**src/rtl/alu_exec_pkg.sv**
```systemverilog
// Shared encodings for the execute-stage ALU: alu_ctl codes, aluop classes,
// funct values and status bit positions.
package alu_exec_pkg;

    typedef logic [2:0] alu_ctl_t;

    localparam alu_ctl_t CTL_AND = 3'b000;
    localparam alu_ctl_t CTL_OR  = 3'b001;
    localparam alu_ctl_t CTL_ADD = 3'b010;
    localparam alu_ctl_t CTL_SLL = 3'b011;
    localparam alu_ctl_t CTL_NOR = 3'b100;
    localparam alu_ctl_t CTL_SRL = 3'b101;
    localparam alu_ctl_t CTL_SUB = 3'b110;
    localparam alu_ctl_t CTL_SLT = 3'b111;

    localparam logic [1:0] ALUOP_ADD   = 2'b00;
    localparam logic [1:0] ALUOP_SUB   = 2'b01;
    localparam logic [1:0] ALUOP_FUNCT = 2'b10;
    localparam logic [1:0] ALUOP_OR    = 2'b11;

    localparam logic [5:0] FUNCT_ADD = 6'b100000;
    localparam logic [5:0] FUNCT_SUB = 6'b100010;
    localparam logic [5:0] FUNCT_AND = 6'b100100;
    localparam logic [5:0] FUNCT_OR  = 6'b100101;
    localparam logic [5:0] FUNCT_NOR = 6'b100111;
    localparam logic [5:0] FUNCT_SLT = 6'b101010;
    localparam logic [5:0] FUNCT_SLL = 6'b000000;
    localparam logic [5:0] FUNCT_SRL = 6'b000010;

    localparam int STS_Z = 0;
    localparam int STS_N = 1;
    localparam int STS_V = 2;

endpackage

```
**src/rtl/alu_exec_if.sv**
```systemverilog
// Operand, control and result bundle between the decode/PC logic and the
// execute-stage ALU.
interface alu_exec_if;
    logic [31:0] a;
    logic [31:0] b;
    logic [1:0]  aluop;
    logic [5:0]  funct;
    logic        stswrite;
    logic [31:0] pc;
    logic [31:0] branch_off;
    logic [31:0] result;
    logic        zero;
    logic [2:0]  alu_ctl;
    logic [2:0]  status;
    logic [31:0] pc_plus4;
    logic [31:0] branch_target;

    modport master (
        output a, b, aluop, funct, stswrite, pc, branch_off,
        input  result, zero, alu_ctl, status, pc_plus4, branch_target
    );

    modport slave (
        input  a, b, aluop, funct, stswrite, pc, branch_off,
        output result, zero, alu_ctl, status, pc_plus4, branch_target
    );
endinterface

```
**src/rtl/alu_exec_add32.sv**
```systemverilog
// 32-bit modulo adder used for the PC+4 and branch-target paths.
module add32 (
    input  logic [31:0] a,
    input  logic [31:0] b,
    output logic [31:0] y
);
    assign y = a + b;
endmodule

```
**src/rtl/alu_exec_unit.sv**
```systemverilog
// Execute stage: ALU-control decode, 32-bit ALU with registered {V,N,Z}
// status, and the PC adders. Shifts exist only when ALU_SHIFT_EN is defined.
module alu_exec_unit
    import alu_exec_pkg::*;
(
    input  logic clk,
    input  logic rst_n,
    alu_exec_if.slave bus
);

    alu_ctl_t    ctl;
    logic [31:0] res;
    logic [31:0] sum;
    logic [31:0] diff;
    logic        ovf_add;
    logic        ovf_sub;
    logic        ovf;
    logic [2:0]  flags;
    logic [2:0]  status_q;
    logic [31:0] pc4;
    logic [31:0] bt;

    always_comb begin
        ctl = CTL_ADD;
        case (bus.aluop)
            ALUOP_ADD: ctl = CTL_ADD;
            ALUOP_SUB: ctl = CTL_SUB;
            ALUOP_OR:  ctl = CTL_OR;
            default: begin
                case (bus.funct)
                    FUNCT_ADD: ctl = CTL_ADD;
                    FUNCT_SUB: ctl = CTL_SUB;
                    FUNCT_AND: ctl = CTL_AND;
                    FUNCT_OR:  ctl = CTL_OR;
                    FUNCT_NOR: ctl = CTL_NOR;
                    FUNCT_SLT: ctl = CTL_SLT;
`ifdef ALU_SHIFT_EN
                    FUNCT_SLL: ctl = CTL_SLL;
                    FUNCT_SRL: ctl = CTL_SRL;
`endif
                    default:   ctl = CTL_ADD;
                endcase
            end
        endcase
    end

    assign sum     = bus.a + bus.b;
    assign diff    = bus.a - bus.b;
    assign ovf_add = (bus.a[31] == bus.b[31]) && (sum[31] != bus.a[31]);
    assign ovf_sub = (bus.a[31] != bus.b[31]) && (diff[31] != bus.a[31]);

    // SLT uses sign-of-difference corrected by overflow so extremes compare right
    always_comb begin
        res = 32'h0;
        ovf = 1'b0;
        case (ctl)
            CTL_AND: res = bus.a & bus.b;
            CTL_OR:  res = bus.a | bus.b;
            CTL_NOR: res = ~(bus.a | bus.b);
            CTL_ADD: begin
                res = sum;
                ovf = ovf_add;
            end
            CTL_SUB: begin
                res = diff;
                ovf = ovf_sub;
            end
            CTL_SLT: res = {31'h0, diff[31] ^ ovf_sub};
`ifdef ALU_SHIFT_EN
            CTL_SLL: res = bus.a << bus.b[4:0];
            CTL_SRL: res = bus.a >> bus.b[4:0];
`endif
            default: res = 32'h0;
        endcase
    end

    always_comb begin
        flags        = 3'b000;
        flags[STS_Z] = (res == 32'h0);
        flags[STS_N] = res[31];
        flags[STS_V] = ovf;
    end

    always_ff @(posedge clk or negedge rst_n) begin
        if (!rst_n) begin
            status_q <= 3'b000;
        end else if (bus.stswrite) begin
            status_q <= flags;
        end
    end

    add32 u_pc_plus4 (
        .a (bus.pc),
        .b (32'd4),
        .y (pc4)
    );

    add32 u_branch_target (
        .a (pc4),
        .b (bus.branch_off),
        .y (bt)
    );

    assign bus.result        = res;
    assign bus.zero          = flags[STS_Z];
    assign bus.alu_ctl       = ctl;
    assign bus.status        = status_q;
    assign bus.pc_plus4      = pc4;
    assign bus.branch_target = bt;

endmodule

```
**src/flat_wrapper.sv**
```systemverilog
// flat-port wrapper written by rule: the top's interface ports become plain ports
module alu_exec_unit_flat import alu_exec_pkg::*;
  (clk, rst_n, bus_a, bus_b, bus_aluop, bus_funct, bus_stswrite, bus_pc, bus_branch_off, bus_result, bus_zero, bus_alu_ctl, bus_status, bus_pc_plus4, bus_branch_target);
  alu_exec_if bus_i ();
  input  logic clk;
  input  logic rst_n;
  input wire logic [$bits(bus_i.a)-1:0] bus_a;
  input wire logic [$bits(bus_i.b)-1:0] bus_b;
  input wire logic [$bits(bus_i.aluop)-1:0] bus_aluop;
  input wire logic [$bits(bus_i.funct)-1:0] bus_funct;
  input wire logic [$bits(bus_i.stswrite)-1:0] bus_stswrite;
  input wire logic [$bits(bus_i.pc)-1:0] bus_pc;
  input wire logic [$bits(bus_i.branch_off)-1:0] bus_branch_off;
  output wire logic [$bits(bus_i.result)-1:0] bus_result;
  output wire logic [$bits(bus_i.zero)-1:0] bus_zero;
  output wire logic [$bits(bus_i.alu_ctl)-1:0] bus_alu_ctl;
  output wire logic [$bits(bus_i.status)-1:0] bus_status;
  output wire logic [$bits(bus_i.pc_plus4)-1:0] bus_pc_plus4;
  output wire logic [$bits(bus_i.branch_target)-1:0] bus_branch_target;
  assign bus_i.a = bus_a;
  assign bus_i.b = bus_b;
  assign bus_i.aluop = bus_aluop;
  assign bus_i.funct = bus_funct;
  assign bus_i.stswrite = bus_stswrite;
  assign bus_i.pc = bus_pc;
  assign bus_i.branch_off = bus_branch_off;
  assign bus_result = bus_i.result;
  assign bus_zero = bus_i.zero;
  assign bus_alu_ctl = bus_i.alu_ctl;
  assign bus_status = bus_i.status;
  assign bus_pc_plus4 = bus_i.pc_plus4;
  assign bus_branch_target = bus_i.branch_target;
  alu_exec_unit u_core (.clk(clk), .rst_n(rst_n), .bus(bus_i));
endmodule
```
**config.mk**
```make
export PLATFORM = sky130hd
export DESIGN_NAME = alu_exec_unit_flat
export DESIGN_NICKNAME = d
export VERILOG_FILES = /design/src/rtl/alu_exec_pkg.sv /design/src/rtl/alu_exec_if.sv /design/src/rtl/alu_exec_add32.sv /design/src/rtl/alu_exec_unit.sv /design/src/flat_wrapper.sv
export SDC_FILE = /design/constraint.sdc
export NUM_CORES = 1
export LEC_CHECK = 0
export ABC_CLOCK_PERIOD_IN_PS = 4750
export BUFFER_PORTS_ARGS = -buffer_cell sky130_fd_sc_hd__buf_2
export CAP_MARGIN = 30
export CORE_MARGIN = 2
export CORE_UTILIZATION = 50
export CTS_CLUSTER_DIAMETER = 50
export DETAILED_ROUTE_END_ITERATION = 10
export HOLD_SLACK_MARGIN = 0.08
export PLACE_DENSITY = 0.92
export SYNTH_ARGS = -nofsm -noshare
export SYNTH_HDL_FRONTEND = slang
export SYNTH_SLANG_ARGS = --single-unit
```
**constraint.sdc**
```tcl
create_clock -name clk -period 4.75 [get_ports clk]
set_input_delay 0.2375 -clock clk [delete_from_list [all_inputs] [get_ports clk]]
set_output_delay 0.2375 -clock clk [all_outputs]
set_load 0.01 [all_outputs]
```
==> metrics.md <==
| Metric | Value |
|---|---|
| Worst hold endpoint | u_core.bus.status[2] |
| Drt initial violations | 1065 |
| Number of global-route vias before repair | 10270 |
| Final WL | 33.1 mm |
| Total number of vias | 11028 |
| Largest fanout on the critical path | 2 |
| Commonest non-fill, non-tap cells in the layout | 237 x buf_2, 130 x ha_1, 111 x inv_1, 111 x a21oi_1, 110 x nor2_1 |
| Die H | 133 um |
| Min-delay worst type | input pin to register |
| Post-Syn Nets | 1503 |
| GPL Wtd Cong | 1.01 |
| Post-layout minimum cycle time | 4920 ps |
| Number of synthesis warnings | 0 |
| Peak VDD IR | 0.0985 mV |
| CP Data Required Time | 4510 ps |
| Drt via density | 6.30 |
| Post-Syn Instances | 1226 |
| Core area | 16500 sq um |
| Synth top area cells | ha_1 20%, a21oi_1 6.8%, xnor2_1 5.5% |
| Hold_ws | 303 ps |
| Ant. Diodes | 0 |
| Reg2reg setup slack | 3970 ps |
| R2R depth | 1 |
| Pins Over Slew Limit | 0 |
| Row count | 47 |
| Startpoint types | input pin |
| Worst-case clock skew | 0 ps |
| Initial antenna violation count | 0 |
| Top_reg_cell synth | dfrtp_1 |
| Total power per unit cell area | 152 nW/um^2 |
| F_max | 203 MHz |
| # DRC | 0 |
| Worst r2r src | u_core.bus.status[0] |
| Crit share post-route | 104% |
| Hold path depth | 2 |
| CTS tree | done |
| Die width | 133 um |
| Max-slew headroom | 37.6% |
| Unrepaired setup endpoints after global routing | yes |
| Failing checks | negative setup slack |
| CP arrival | 4680 ps |
| # IOs | 242 |
| Critical path endpoint category | output pin |
| Initial Util | 50.7% |
| Maxcap violations | 0 |
| Post-synth top area share | 20.1% |
| EDFF count, synth | 0 |
| Critical path type | input pin to output pin |
| Post-Layout Inst Area | 10700 sq um |
| Root buf cell | clkbuf_16 |
| Placed Area | 10400 sq um |
| Slew @ Worst Pin | 936 ps |
| Remaining antenna violation count after routing | 0 |
| Max Root-Sink Buffers | 2 |
| Number of flip-flops in the largest register | 3 |
| First-pass GRT wire length | 50.7 mm |
| Largest net degree at the start of global routing | 29 |
| Fin util | 64.8% |
| Total track usage | 34.6% |
| Hold path start | bus_stswrite |
| DRT Pass-1 Iters | 6 |
| Endpoints failing hold | 0 |
| Worst-Skew Late Latency | 230 ps |
| Status | finished, violations left |
| # H-tree levels | 1 |
| Fin nets | 1808 |
| Sum Neg Setup Slack | -171 ps |
| Flops & latches, synth | 3 |
| Post-Syn Area | 8340 sq um |
| Clock Sinks | 3 |
| Commonest non-fill, non-tap cell in the layout | buf_2 |
| Distinct cell type count after synthesis | 106 |
| Area grow syn2layout | 27.9% |
| Syn avg cell area | 6.81 sq um |
| Port Buf Inserts | 241 |
| DP HPWL | 26.9 mm |
| Lkg Pwr | 0.00520 uW |
| Reg2reg end | u_core.bus.status[0] |
| Gr ovfl total | 0 |
| Per-cell routed wire length | 18.9 um |
| Pwr Total | 1630 uW |
| PnR worst setup slack | -171 ps |
| Die area | 17700 sq um |
| Synth area leader | ha_1 |
| Setup Viol. Count Final | 1 |
| Clock transition at path regs | 30 ps |
| FFs w/ async S/R, synth | 100% |
| Share of layout cells above drive strength 1 | 27.8% |
| Seq/Total Area, Yosys | 0.900% |
| TritonCTS buffer count | 3 |
==> critical path: stages <==
cell and delay, ps:
buf_6 90, inv_2 60, ha_4 190, or2_4 240, or3_4 350, or4b_4 500, o21ai_4 200, a21oi_2 90
a21oi_1 150, nor2_1 50, o21ba_2 200, fa_2 330, inv_2 60, nor4_2 40, a211oi_1 170, o21ai_1 130
or4_1 480, nor2_1 100, nand4bb_1 150, or4_4 470, nor4_4 180, buf_2 190
==> report_power, final <==
group / internal [uW] / total [uW] / switching, uW
registers: 28.4 / 29.7 / 1.31
clock network: 111 / 137 / 26.3
logic: 607 / 1460 / 851
==> cell usage after synthesis (5+ instances only) <==
library cell and n:
a211o_1 7, a211oi_1 17, a21boi_0 8, a21o_1 31
a21oi_1 113, a221o_1 5, a221oi_1 6, a311oi_1 7
a31oi_1 10, and2_1 12, and3_1 14, buf_2 20
buf_4 5, clkbuf_1 20, ha_1 134, inv_1 116
mux2i_1 11, nand2_1 85, nand2b_1 18, nand3_1 34
nand4_1 16, nor2_1 111, nor2b_1 22, nor3_1 35
nor4_1 12, o2111ai_1 5, o211ai_1 20, o21a_1 12
o21ai_0 62, o21ai_1 6, o21bai_1 14, o221a_2 5
o221ai_1 8, o31ai_1 8, o32ai_1 7, or2_2 7
or3_1 13, xnor2_1 52, xor2_1 12
==> per-layer routing <==
layer | GRT usage (%) | wire length (um) | up-vias
li1 | - | - | 5116
met1 | 39.5 | 12100 | 4992
met2 | 62.5 | 15900 | 762
met3 | 6.77 | 3590 | 158
met4 | 15.4 | 1580 | 0
met5 | 0 | 0 | -
==> repair_timing <==
action                                  in CTS  in global routing
setup buffers                                1                  4
endpoints found under the setup margin       1                  6
hold endpoints to repair                     3                  0
pin swaps                                    1                  2
resized for setup                            8                 27
hold buffers                                 1                  0
==> metrics by stage <==
stage               std cells  setup WS, ps
floorplan                1226          17.4
global placement         1740          -245
detailed placement       1740          -387
CTS                      1746          -230
global route             1750          -394
finish                   1750          -171
==> cell type report <==
class	count	area, sq um
repair buffers	352	2080
inverters	120	458
fillers	1469	5790
clock buffers	4	78.8
multi-input cells	1051	7700
well taps	220	275
flip-flops and latches	3	75.1
==> how the worst max path moves through the flow <==
stage | from | endpoint | slack, ps
floorplan | bus_b[13] | u_core.bus.status[0] | 20
CTS | bus_b[14] | bus_zero | -230
finish | bus_a[13] | bus_zero | -170
global route | bus_a[13] | bus_zero | -390
global placement | bus_b[13] | bus_zero | -240
detailed placement | bus_b[13] | bus_zero | -390
==> cells by family after synthesis <==
family | after synthesis | synth area share, %
compound gates | 426 | 36.3
simple gates | 410 | 24.9
buf+inv | 172 | 8.55
fa+ha+maj | 138 | 21.1
xor+xnor | 64 | 6.72
mux | 13 | 1.59
flops | 3 | 0.900
Power figures use the tool's default switching activity.
